--- src/rtl/ps2_mouse_pkg.sv ---
// Shared types and constants for the PS/2 mouse host controller.
// The optional error counter is enabled with PS2_MOUSE_ERR_CNT_EN.
package ps2_mouse_pkg;

    typedef enum logic [2:0] {
        INHIBIT  = 3'd0,
        REQ      = 3'd1,
        TX       = 3'd2,
        WAIT_ACK = 3'd3,
        STREAM   = 3'd4,
        ERR      = 3'd5
    } state_t;

    localparam logic [7:0] CMD_ENABLE = 8'hF4;
    localparam logic [7:0] RSP_ACK    = 8'hFA;
    localparam int         FRAME_BITS = 11;

    localparam int B0_BTN_MSB = 2;
    localparam int B0_SYNC    = 3;
    localparam int B0_XSIGN   = 4;
    localparam int B0_YSIGN   = 5;
    localparam int B0_XOVF    = 6;
    localparam int B0_YOVF    = 7;

    // Frame layout is {stop, parity, data[7:0], start}; parity is odd over data+parity.
    function automatic logic frame_ok(input logic [FRAME_BITS-1:0] f);
        return (f[0] == 1'b0) && (f[FRAME_BITS-1] == 1'b1) && (^f[9:1]);
    endfunction

endpackage

--- src/rtl/ps2_bit_cnt.sv ---
// Frame bit counter: counts PS/2 clock falls, cleared by the controller.
module ps2_bit_cnt (
    input  logic       clk,
    input  logic       reset,
    input  logic       fall_i,
    input  logic       bit_reset_i,
    output logic [3:0] cnt_o
);

    logic [3:0] cnt_q;

    // Clear has priority over increment
    always_ff @(posedge clk) begin
        if (reset || bit_reset_i) begin
            cnt_q <= 4'd0;
        end else if (fall_i) begin
            cnt_q <= cnt_q + 4'd1;
        end else begin
            cnt_q <= cnt_q;
        end
    end

    assign cnt_o = cnt_q;

endmodule

--- src/rtl/ps2_edge_sync.sv ---
// Pad synchroniser for the PS/2 clock and data lines with falling-edge detect on clock.
module ps2_edge_sync #(
    parameter int SYNC_STAGES = 2
) (
    input  logic clk,
    input  logic reset,
    input  logic ps2_clk_i,
    input  logic ps2_data_i,
    output logic data_s_o,
    output logic fall_o
);

    logic [SYNC_STAGES-1:0] clk_sync_q;
    logic [SYNC_STAGES-1:0] data_sync_q;
    logic                   clk_prev_q;

    // Synchroniser chains reset to the idle-high bus level
    always_ff @(posedge clk) begin
        if (reset) begin
            clk_sync_q  <= '1;
            data_sync_q <= '1;
            clk_prev_q  <= 1'b1;
        end else begin
            clk_sync_q  <= {clk_sync_q[SYNC_STAGES-2:0], ps2_clk_i};
            data_sync_q <= {data_sync_q[SYNC_STAGES-2:0], ps2_data_i};
            clk_prev_q  <= clk_sync_q[SYNC_STAGES-1];
        end
    end

    assign data_s_o = data_sync_q[SYNC_STAGES-1];
    assign fall_o   = clk_prev_q & ~clk_sync_q[SYNC_STAGES-1];

endmodule

--- src/rtl/ps2_mouse_ctrl.sv ---
// PS/2 mouse host: sends Enable Data Reporting, waits for ACK, assembles 3-byte packets.
// Defining PS2_MOUSE_ERR_CNT_EN adds a saturating err_count output.
module ps2_mouse_ctrl
    import ps2_mouse_pkg::*;
#(
    parameter int SYNC_STAGES = 2,
    parameter int INHIBIT_CYC = 2500,
    parameter int TIMEOUT_CYC = 50000
) (
    input  logic       clk,
    input  logic       reset,
    input  logic       ps2_clk_i,
    input  logic       ps2_data_i,
    output logic       ps2_clk_oe,
    output logic       ps2_data_oe,
    output logic       init_done,
    output logic       pkt_valid,
    output logic [2:0] pkt_btn,
    output logic [8:0] pkt_dx,
    output logic [8:0] pkt_dy,
    output logic [1:0] pkt_ovf,
    output logic       frame_err
`ifdef PS2_MOUSE_ERR_CNT_EN
    ,
    output logic [7:0] err_count
`endif
);

    localparam int TMAX = (TIMEOUT_CYC > INHIBIT_CYC) ? TIMEOUT_CYC : INHIBIT_CYC;
    localparam int TW   = $clog2(TMAX + 1);

    logic          data_s, fall_s, bit_reset_s;
    logic [3:0]    bit_cnt_s;
    state_t        state_q, state_d;
    logic [TW-1:0] timer_q, timer_d;
    logic [9:0]    rx_sh_q, rx_sh_d, tx_sh_q, tx_sh_d;
    logic [1:0]    byte_idx_q, byte_idx_d;
    logic [6:0]    hdr_q, hdr_d;      // byte0 without its always-one sync bit
    logic [7:0]    byte1_q, byte1_d;
    logic          clk_oe_q, clk_oe_d, data_oe_q, data_oe_d;
    logic          init_done_q, init_done_d, pkt_valid_q, pkt_valid_d;
    logic          frame_err_q, frame_err_d;
    logic [2:0]    pkt_btn_q, pkt_btn_d;
    logic [8:0]    pkt_dx_q, pkt_dx_d, pkt_dy_q, pkt_dy_d;
    logic [1:0]    pkt_ovf_q, pkt_ovf_d;

    logic [10:0] frame_s;
    logic [7:0]  rx_byte_s;
    logic        in_frame_s, frame_done_s, frame_good_s, counting_s, timeout_s, inhibit_done_s;

    ps2_edge_sync #(.SYNC_STAGES(SYNC_STAGES)) u_edge_sync (
        .clk        (clk),
        .reset      (reset),
        .ps2_clk_i  (ps2_clk_i),
        .ps2_data_i (ps2_data_i),
        .data_s_o   (data_s),
        .fall_o     (fall_s)
    );

    ps2_bit_cnt u_bit_cnt (
        .clk         (clk),
        .reset       (reset),
        .fall_i      (fall_s),
        .bit_reset_i (bit_reset_s),
        .cnt_o       (bit_cnt_s)
    );

    assign in_frame_s     = (state_q == TX) || (state_q == WAIT_ACK) || (state_q == STREAM);
    assign frame_s        = {data_s, rx_sh_q};
    assign rx_byte_s      = frame_s[8:1];
    assign frame_good_s   = frame_ok(frame_s);
    assign frame_done_s   = in_frame_s && fall_s && (bit_cnt_s == 4'(FRAME_BITS - 1));
    assign counting_s     = (state_q == INHIBIT) ? clk_oe_q :
                            (state_q == TX)      ? 1'b1 :
                            in_frame_s           ? (bit_cnt_s != 4'd0) : 1'b0;
    assign timeout_s      = in_frame_s && counting_s && (timer_q == TW'(TIMEOUT_CYC - 1));
    assign inhibit_done_s = (state_q == INHIBIT) && clk_oe_q && (timer_q == TW'(INHIBIT_CYC - 1));
    assign bit_reset_s    = !in_frame_s || (state_d != state_q) || frame_done_s || timeout_s;

    // State register
    always_ff @(posedge clk) begin
        if (reset) begin
            state_q <= INHIBIT;
        end else begin
            state_q <= state_d;
        end
    end

    // Next-state logic
    always_comb begin
        state_d = state_q;
        case (state_q)
            INHIBIT:  state_d = inhibit_done_s ? REQ : INHIBIT;
            REQ:      state_d = TX;
            TX: begin
                if (timeout_s)         state_d = ERR;
                else if (frame_done_s) state_d = data_s ? ERR : WAIT_ACK;
                else                   state_d = TX;
            end
            WAIT_ACK: begin
                if (timeout_s)         state_d = ERR;
                else if (frame_done_s) state_d = (frame_good_s && rx_byte_s == RSP_ACK) ? STREAM : ERR;
                else                   state_d = WAIT_ACK;
            end
            STREAM:   state_d = STREAM;
            ERR:      state_d = INHIBIT;
            default:  state_d = ERR;
        endcase
    end

    // Datapath and registered-output next values
    always_comb begin
        timer_d     = (state_d != state_q || !counting_s || (in_frame_s && fall_s) || timeout_s)
                      ? '0 : timer_q + TW'(1);
        rx_sh_d     = (in_frame_s && fall_s) ? frame_s[10:1] : rx_sh_q;
        tx_sh_d     = tx_sh_q;
        byte_idx_d  = byte_idx_q;
        hdr_d       = hdr_q;
        byte1_d     = byte1_q;
        pkt_btn_d   = pkt_btn_q;
        pkt_dx_d    = pkt_dx_q;
        pkt_dy_d    = pkt_dy_q;
        pkt_ovf_d   = pkt_ovf_q;
        pkt_valid_d = 1'b0;
        clk_oe_d    = (state_d == INHIBIT);
        init_done_d = (state_d == STREAM);
        frame_err_d = (state_q == ERR) ||
                      ((state_q == STREAM) && ((frame_done_s && !frame_good_s) || timeout_s));

        if (state_q == REQ) begin
            tx_sh_d = {1'b1, ~^CMD_ENABLE, CMD_ENABLE};
        end else if (state_q == TX && fall_s) begin
            tx_sh_d = {1'b1, tx_sh_q[9:1]};
        end else begin
            tx_sh_d = tx_sh_q;
        end

        // Start bit is held from REQ until the first device clock fall
        if (state_d == REQ) begin
            data_oe_d = 1'b1;
        end else if (state_d == TX) begin
            data_oe_d = (state_q == TX && fall_s && bit_cnt_s <= 4'd9) ? ~tx_sh_q[0] : data_oe_q;
        end else begin
            data_oe_d = 1'b0;
        end

        if (state_q != STREAM || timeout_s || (frame_done_s && !frame_good_s)) begin
            byte_idx_d = 2'd0;
        end else if (frame_done_s) begin
            case (byte_idx_q)
                2'd0: begin
                    if (rx_byte_s[B0_SYNC]) begin
                        hdr_d      = {rx_byte_s[7:4], rx_byte_s[2:0]};
                        byte_idx_d = 2'd1;
                    end else begin
                        byte_idx_d = 2'd0;
                    end
                end
                2'd1: begin
                    byte1_d    = rx_byte_s;
                    byte_idx_d = 2'd2;
                end
                2'd2: begin
                    pkt_btn_d   = hdr_q[B0_BTN_MSB:0];
                    pkt_dx_d    = {hdr_q[B0_XSIGN-1], byte1_q};
                    pkt_dy_d    = {hdr_q[B0_YSIGN-1], rx_byte_s};
                    pkt_ovf_d   = {hdr_q[B0_YOVF-1], hdr_q[B0_XOVF-1]};
                    pkt_valid_d = 1'b1;
                    byte_idx_d  = 2'd0;
                end
                default: byte_idx_d = 2'd0;
            endcase
        end else begin
            byte_idx_d = byte_idx_q;
        end
    end

    // Datapath and output registers
    always_ff @(posedge clk) begin
        if (reset) begin
            timer_q     <= '0;
            rx_sh_q     <= 10'd0;
            tx_sh_q     <= 10'd0;
            byte_idx_q  <= 2'd0;
            hdr_q       <= 7'd0;
            byte1_q     <= 8'd0;
            clk_oe_q    <= 1'b0;
            data_oe_q   <= 1'b0;
            init_done_q <= 1'b0;
            pkt_valid_q <= 1'b0;
            frame_err_q <= 1'b0;
            pkt_btn_q   <= 3'd0;
            pkt_dx_q    <= 9'd0;
            pkt_dy_q    <= 9'd0;
            pkt_ovf_q   <= 2'd0;
        end else begin
            timer_q     <= timer_d;
            rx_sh_q     <= rx_sh_d;
            tx_sh_q     <= tx_sh_d;
            byte_idx_q  <= byte_idx_d;
            hdr_q       <= hdr_d;
            byte1_q     <= byte1_d;
            clk_oe_q    <= clk_oe_d;
            data_oe_q   <= data_oe_d;
            init_done_q <= init_done_d;
            pkt_valid_q <= pkt_valid_d;
            frame_err_q <= frame_err_d;
            pkt_btn_q   <= pkt_btn_d;
            pkt_dx_q    <= pkt_dx_d;
            pkt_dy_q    <= pkt_dy_d;
            pkt_ovf_q   <= pkt_ovf_d;
        end
    end

    assign ps2_clk_oe  = clk_oe_q;
    assign ps2_data_oe = data_oe_q;
    assign init_done   = init_done_q;
    assign pkt_valid   = pkt_valid_q;
    assign pkt_btn     = pkt_btn_q;
    assign pkt_dx      = pkt_dx_q;
    assign pkt_dy      = pkt_dy_q;
    assign pkt_ovf     = pkt_ovf_q;
    assign frame_err   = frame_err_q;

`ifdef PS2_MOUSE_ERR_CNT_EN
    logic [7:0] err_cnt_q;

    // Saturating count of error pulses
    always_ff @(posedge clk) begin
        if (reset) begin
            err_cnt_q <= 8'd0;
        end else if (frame_err_q && err_cnt_q != 8'hFF) begin
            err_cnt_q <= err_cnt_q + 8'd1;
        end else begin
            err_cnt_q <= err_cnt_q;
        end
    end

    assign err_count = err_cnt_q;
`endif

endmodule

--- config.mk ---
export PLATFORM = sky130hd
export DESIGN_NAME = ps2_mouse_ctrl
export DESIGN_NICKNAME = d
export VERILOG_FILES = /design/src/rtl/ps2_mouse_pkg.sv /design/src/rtl/ps2_bit_cnt.sv /design/src/rtl/ps2_edge_sync.sv /design/src/rtl/ps2_mouse_ctrl.sv
export SDC_FILE = /design/constraint.sdc
export NUM_CORES = 1
export LEC_CHECK = 0
export CAP_MARGIN = 20
export CORE_UTILIZATION = 45
export DETAILED_ROUTE_END_ITERATION = 6
export PLACE_DENSITY_LB_ADDON = 0.1
export SYNTH_ARGS = -nofsm -noshare
export SYNTH_HDL_FRONTEND = slang
export SYNTH_SLANG_ARGS = --single-unit
--- constraint.sdc ---
create_clock -name clk -period 6 [get_ports clk]
set_clock_uncertainty 0.05 [all_clocks]
set_input_delay 0.6 -clock clk [delete_from_list [all_inputs] [get_ports clk]]
set_output_delay 0.6 -clock clk [all_outputs]
set_load 0.03 [all_outputs]
After elaboration in Yosys (flattened, before gate mapping) --
Cells that the tools add are included.
Operators by class: reductions and logical operators 42, multiplexer cells 19, add/sub/neg operators 2, bitwise gates (word level) 6, magnitude comparators 1, eq/ne operators 17
Operators with widths (count):
- 10-bit 2-to-1 mux | 2
- 3-bit one-hot mux with 6 select lines | 1
- 16-bit by 1-bit adder with 16-bit output, second input constant | 1
- 16-bit by 12-bit == test with 1-bit output, second input constant | 1
- 16-bit == test, second input constant | 1
- 3-bit 2-to-1 mux | 5
- 1-bit logical AND | 13
- 1-bit logical OR | 13
- 1-bit 2-to-1 mux | 10
- 3-bit by 2-bit == test with 1-bit output, second input constant | 3
- 3-bit == test, second input constant | 3
- 9-bit XOR reduction | 1
- 8-bit == test, second input constant | 1
- 3-bit by 1-bit == test with 1-bit output, second input constant | 2
- 3-bit logical NOT | 2
- 3-bit AND reduction | 2
- 2-bit OR reduction | 3
- 1-bit NOT | 5
- 4-bit by 1-bit adder with 4-bit output, second input constant | 1
- 4-bit == test, second input constant | 1
- 4-bit less-or-equal comparator, second input constant | 1
- 2-bit one-hot mux with 2 select lines | 1
- 4-bit AND reduction | 1
- 4-bit nonzero test | 1
- 10 further kinds | 12
Storage, ports and cells: flip-flop bits (word level) 93

Depth between registers and ports, before layout --
word-level depth 15, depth in mapped cells 9, gate-level depth less buffers 8

Hierarchy --
From an unflattened synthesis, not the netlist that was laid out.
Unflattened totals: cell total of the unflattened synthesis 390, area, all modules 3887.5 µm²
By module, submodules not included:
- ps2_mouse_ctrl | instances 1, cells an instance 362, seq. area each 1681.6 µm², area each 3572.2 µm²
- ps2_bit_cnt | instances 1, cells an instance 17, seq. area each 80.1 µm², area each 177.7 µm²
- ps2_edge_sync | instances 1, cells an instance 11, seq. area each 100.1 µm², area each 137.6 µm²

Worst setup path after synthesis --
No wires, ideal clock.
path kind register to register, from reg rx_sh_q[3], to reg pkt_btn_q[0] (netlist: pkt_btn[0]), arrival time 2.291 ns, stages on the path, launching flop included 10, setup time 0.128 ns, path slack 3.531 ns, cell sequence dfxtp_1 -> inv_1 -> ha_1 -> xnor3_1 -> xnor2_1 -> nor2_1 -> nor4b_4 -> buf_2 -> mux2i_1 -> nor2_1
Between the ends: cells in the longest elaborated chain, start to end 7
RTL lines:
- from (decl) | RTL line ps2_mouse_ctrl.sv:36 | logic [9:0] rx_sh_q, rx_sh_d, tx_sh_q, tx_sh_d;
- from (signal assigned) | RTL line ps2_mouse_ctrl.sv:198 | rx_sh_q <= rx_sh_d;
- 9-bit XOR reduction | RTL line ps2_mouse_pkg.sv:27 | return (f[0] == 1'b0) && (f[FRAME_BITS-1] == 1'b1) && (^f[9:1]);
- 1-bit logical AND | RTL line ps2_mouse_pkg.sv:27
- 1-bit logical NOT | RTL line ps2_mouse_ctrl.sv:147 | if (state_q != STREAM || timeout_s || (frame_done_s && !frame_good_s)) begin
- 1-bit logical AND | RTL line ps2_mouse_ctrl.sv:147
- 1-bit logical OR | RTL line ps2_mouse_ctrl.sv:147
- 1-bit NOT (no source line)
- 3-bit AND reduction (no source line)
- to (signal assigned) | RTL line ps2_mouse_ctrl.sv:208 | pkt_btn_q <= pkt_btn_d;
- to (decl) | RTL line ps2_mouse_ctrl.sv:43 | logic [2:0] pkt_btn_q, pkt_btn_d;
Every way passes these cells. A chain may end at the register's enable or synchronous reset.

Worst setup path in the final report --
from reg rx_sh_q[3], to reg pkt_dx_q[7] (netlist: pkt_dx[7])
Between the ends: cells in the longest elaborated chain, start to end 7
RTL lines:
- 9-bit XOR reduction | RTL line ps2_mouse_pkg.sv:27
- 1-bit logical AND | RTL line ps2_mouse_pkg.sv:27
- 1-bit logical NOT | RTL line ps2_mouse_ctrl.sv:147
- 1-bit logical AND | RTL line ps2_mouse_ctrl.sv:147
- 1-bit logical OR | RTL line ps2_mouse_ctrl.sv:147
- 1-bit NOT (no source line)
- 3-bit AND reduction (no source line)
- to (signal assigned) | RTL line ps2_mouse_ctrl.sv:209 | pkt_dx_q <= pkt_dx_d;
- to (decl) | RTL line ps2_mouse_ctrl.sv:44 | logic [8:0] pkt_dx_q, pkt_dx_d, pkt_dy_q, pkt_dy_d;
Every way passes these cells.

==> metrics.md <==
| Metric | Value |
|---|---|
| Status | complete, no violations |
| Post-DP HPWL | 5320 µm |
| Pwr Density | between 200 and 250 nW/µm² |
| Initial antenna violation count | 0 |
| Synth warn | 0 |
| Fin. max-slew vios | 0 |
| Cells resized by post-CTS repair | 0 |
| Cell mode on critical path | nor2_1 |
| Hold-fix buffers, CTS | 0 |
| Post-synthesis sequential area ratio | 47.4% |
| Final net count | 457 |
| EDFF count, synth | 0 |
| Die W | 95.4 µm |
| Die area | 9100 µm² |
| # rows | 33 |
| Cts bufs inserted | 9 |
| Post-CTS Setup Bufs | 0 |
| Layout area overhead | 14.9% |
| Clock sinks | 93 |
| Inserted Diodes | 0 |
| P_leak | 1.59 nW |
| TritonRoute pass-1 iters | 4 |
| Mapped Area | about 4000 µm² |
| H-tree depth | 3 |
| Crit path DAT | about 3.3 ns |
| CTS tree | done |
| Total power | 1.07 mW |
| Fill cells | 783 |
| WHS Path Cells | 1 |
| Grt total ovfl | 0 |
| Cells after Synth | 416 |
| Hold slack | 0.370 ns |
| Die span in y | 95.4 µm |
| Via density | 5.28 |
| Dominant cells by area after synthesis | dfxtp_1 47%, mux2i_1 11%, nor2_1 8.3% |
| Layout cells sized above 1 | 8.04% |
| Least-Margin Pin Slew | 0.897 ns |
| Critical Path Max Stage Delay | slightly below 0.8 ns |
| Most frequent cells in the layout | 93 x dfxtp_1, 87 x nor2_1, 43 x mux2i_1 |
| Drt wl/cell | 14.1 µm |
| Final WS setup | approximately 2.8 ns |
| Max IR drop VDD | 0.125 mV |
| Initial core utilization | 47.0% |
| Area leader, netlist | dfxtp_1 |
| FFs w/ async S/R, synth | 0% |
| Gpl congestion | around 0.81 |
| Critical Path Source Type | flop |
| Period minus WS final | 3.17 ns |
| CP Cell Sequence | inv_1 > ha_1 > xnor3_1 > xnor2_1 > nor2_1 > nor4b_4 > buf_4 > mux2i_1 > nor2_1 |
| Final ANT Viol Nets | 0 |
| Iter 0 DRT Violations | 77 |
| Largest net degree at the start of global routing | 69 |
| Number of global-route vias before repair | ~2,700 |
| Final hold vios | 0 |
| Drt drc | 0 |
| Worst Path Required | 6.17 ns |
| Final setup TNS | 0 ns |
| DR vias | 2,921 |
| Max Cap Viol | 0 |
| CTS Root Cell | clkbuf_8 |
| Hold Path Class | reg2reg |
| CP Capture Type | flop |
| Syn Area/Cell | between 9 and 10 µm² |
| Final setup violation count | 0 |
| Clock Tree Buf Depth | 2 |
| GR Util All Layers | 18.9% |
| Placeable core region | 8340 µm² |
| I/O Pins | 32 |
| Ys flop type | dfxtp_1 |
| Clk slew on worst S/H paths | 0.09 ns |
| #FFs+latches synth | just over 90 |
| Synth top area share | between 40 and 50% |
| Pre-CTS setup slack | 2.79 ns |
| Leading cell type in the layout, fill and taps excluded | dfxtp_1 |
| Final WL | 7800 µm |
| Unique masters post-synth | between 50 and 60 |
| Max Clk Rate | 0.315 GHz |
| Slowest CP cell | nor4b_4 |
| RSZ-0062 raised after global routing | false |
| Worst slew margin | roughly 40% |
| Clock Latency Late Sink | 0.35 ns |
| IO Port Bufs | 31 |
| First-pass GRT wire length | 13,200 µm |
| Reg2reg path depth | 9 |
| Final Cycle Share | 52.9% |
| Syn nets | 430 |
| Worst-path fanout max | 13 |
| WS Path Type | reg2reg |
-- critical path: cells and delay by family, from the launching register on --
kind / cells / cell delay (ns)
simple gates: 3 / 1.04
xor+xnor: 2 / 0.51
buf+inv: 2 / 0.46
flops: 1 / 0.44
fa+ha+maj: 1 / 0.31
mux: 1 / 0.22
-- kinds of logic (layout without fill, tap and decap cells) --
group                      Yosys count  in the layout  synth area share [%]
AOI/OAI and AO/OA                   46             46                  7.94
adders and majority gates           10             10                  3.19
and+or+nand+nor                    181            181                  23.5
xor gates and xnor gates            18             18                  4.37
buffers and inverters               25             57                  2.61
DFF                                 93             93                  47.4
muxes                               43             43                  11.0
-- final timing paths --
path | startpoint | end | slack [ns]
max | rx_sh_q[3] | pkt_dx[7] | 2.83
min | u_edge_sync.data_sync_q[0] | u_edge_sync.data_sync_q[1] | 0.37
max reg2reg | rx_sh_q[3] | pkt_dx[7] | 2.83
min reg2reg | u_edge_sync.data_sync_q[0] | u_edge_sync.data_sync_q[1] | 0.37
-- state kept, by name (all words and copies together) (netlist names) --
signal,cells
timer_q,16
rx_sh_q,10
tx_sh_q,10
pkt_dx,9
pkt_dy,9
byte1_q,8
hdr_q,7
u_bit_cnt.cnt_o,4
pkt_btn,3
state_q,3
byte_idx_q,2
pkt_ovf,2
u_edge_sync.clk_sync_q,2
u_edge_sync.data_sync_q,2
frame_err,1
init_done,1
pkt_valid,1
ps2_clk_oe,1
ps2_data_oe,1
u_edge_sync.clk_prev_q,1
-- final cells by class --
cell class                 instances  area [µm²]  area share, %
sequential                        93        1860           41.3
tap                              105         131           2.91
timing repair buffer              33         320           7.10
multi-input combinational        298        1960           43.5
clock inverter                     6        68.8           1.53
clock buffer                      10         138           3.05
inverter                           8        30.0          0.666
-- per-stage QoR --
step / cells / instance area, µm² / utilization (%)
floorplan: 416 / 3920 / -
global placement: 537 / 4300 / 51.6
detailed placement: 537 / 4300 / 51.6
CTS: 553 / 4510 / 54.1
global route: 553 / 4510 / 54.1
finish: 553 / 4510 / 54.1
-- metal layers --
| metal | up-vias | part of all wire, % | GRT usage, % |
|---|---|---|---|
| met2 | 46 | 46 | 29.9 |
| met5 | - | 0 | 0 |
| met4 | 0 | 1.1 | 6.47 |
| met1 | 1388 | 49 | 25.1 |
| met3 | 8 | 3.2 | 4.55 |
| li1 | 1479 | - | - |
-- power by group --
group / leakage, nW / internal [mW] / total [mW] / switching, mW
Sequential: 0.750 / 0.619 / 0.621 / 0.00161
Combinational: 0.735 / 0.00573 / 0.0190 / 0.0132
Clock: 0.103 / 0.207 / 0.430 / 0.223
Total: 1.59 / 0.832 / 1.07 / 0.238
-- synth_stat cells, drive strengths merged (7+ instances only) --
cell type,count
nor2,87
xnor2,7
a21oi,17
nand4,8
dfxtp,93
clkbuf,12
nand2,33
inv,8
mux2i,43
o21ai,10
ha,10
xor2,10
No activity file was read; power rests on OpenSTA's default activity.
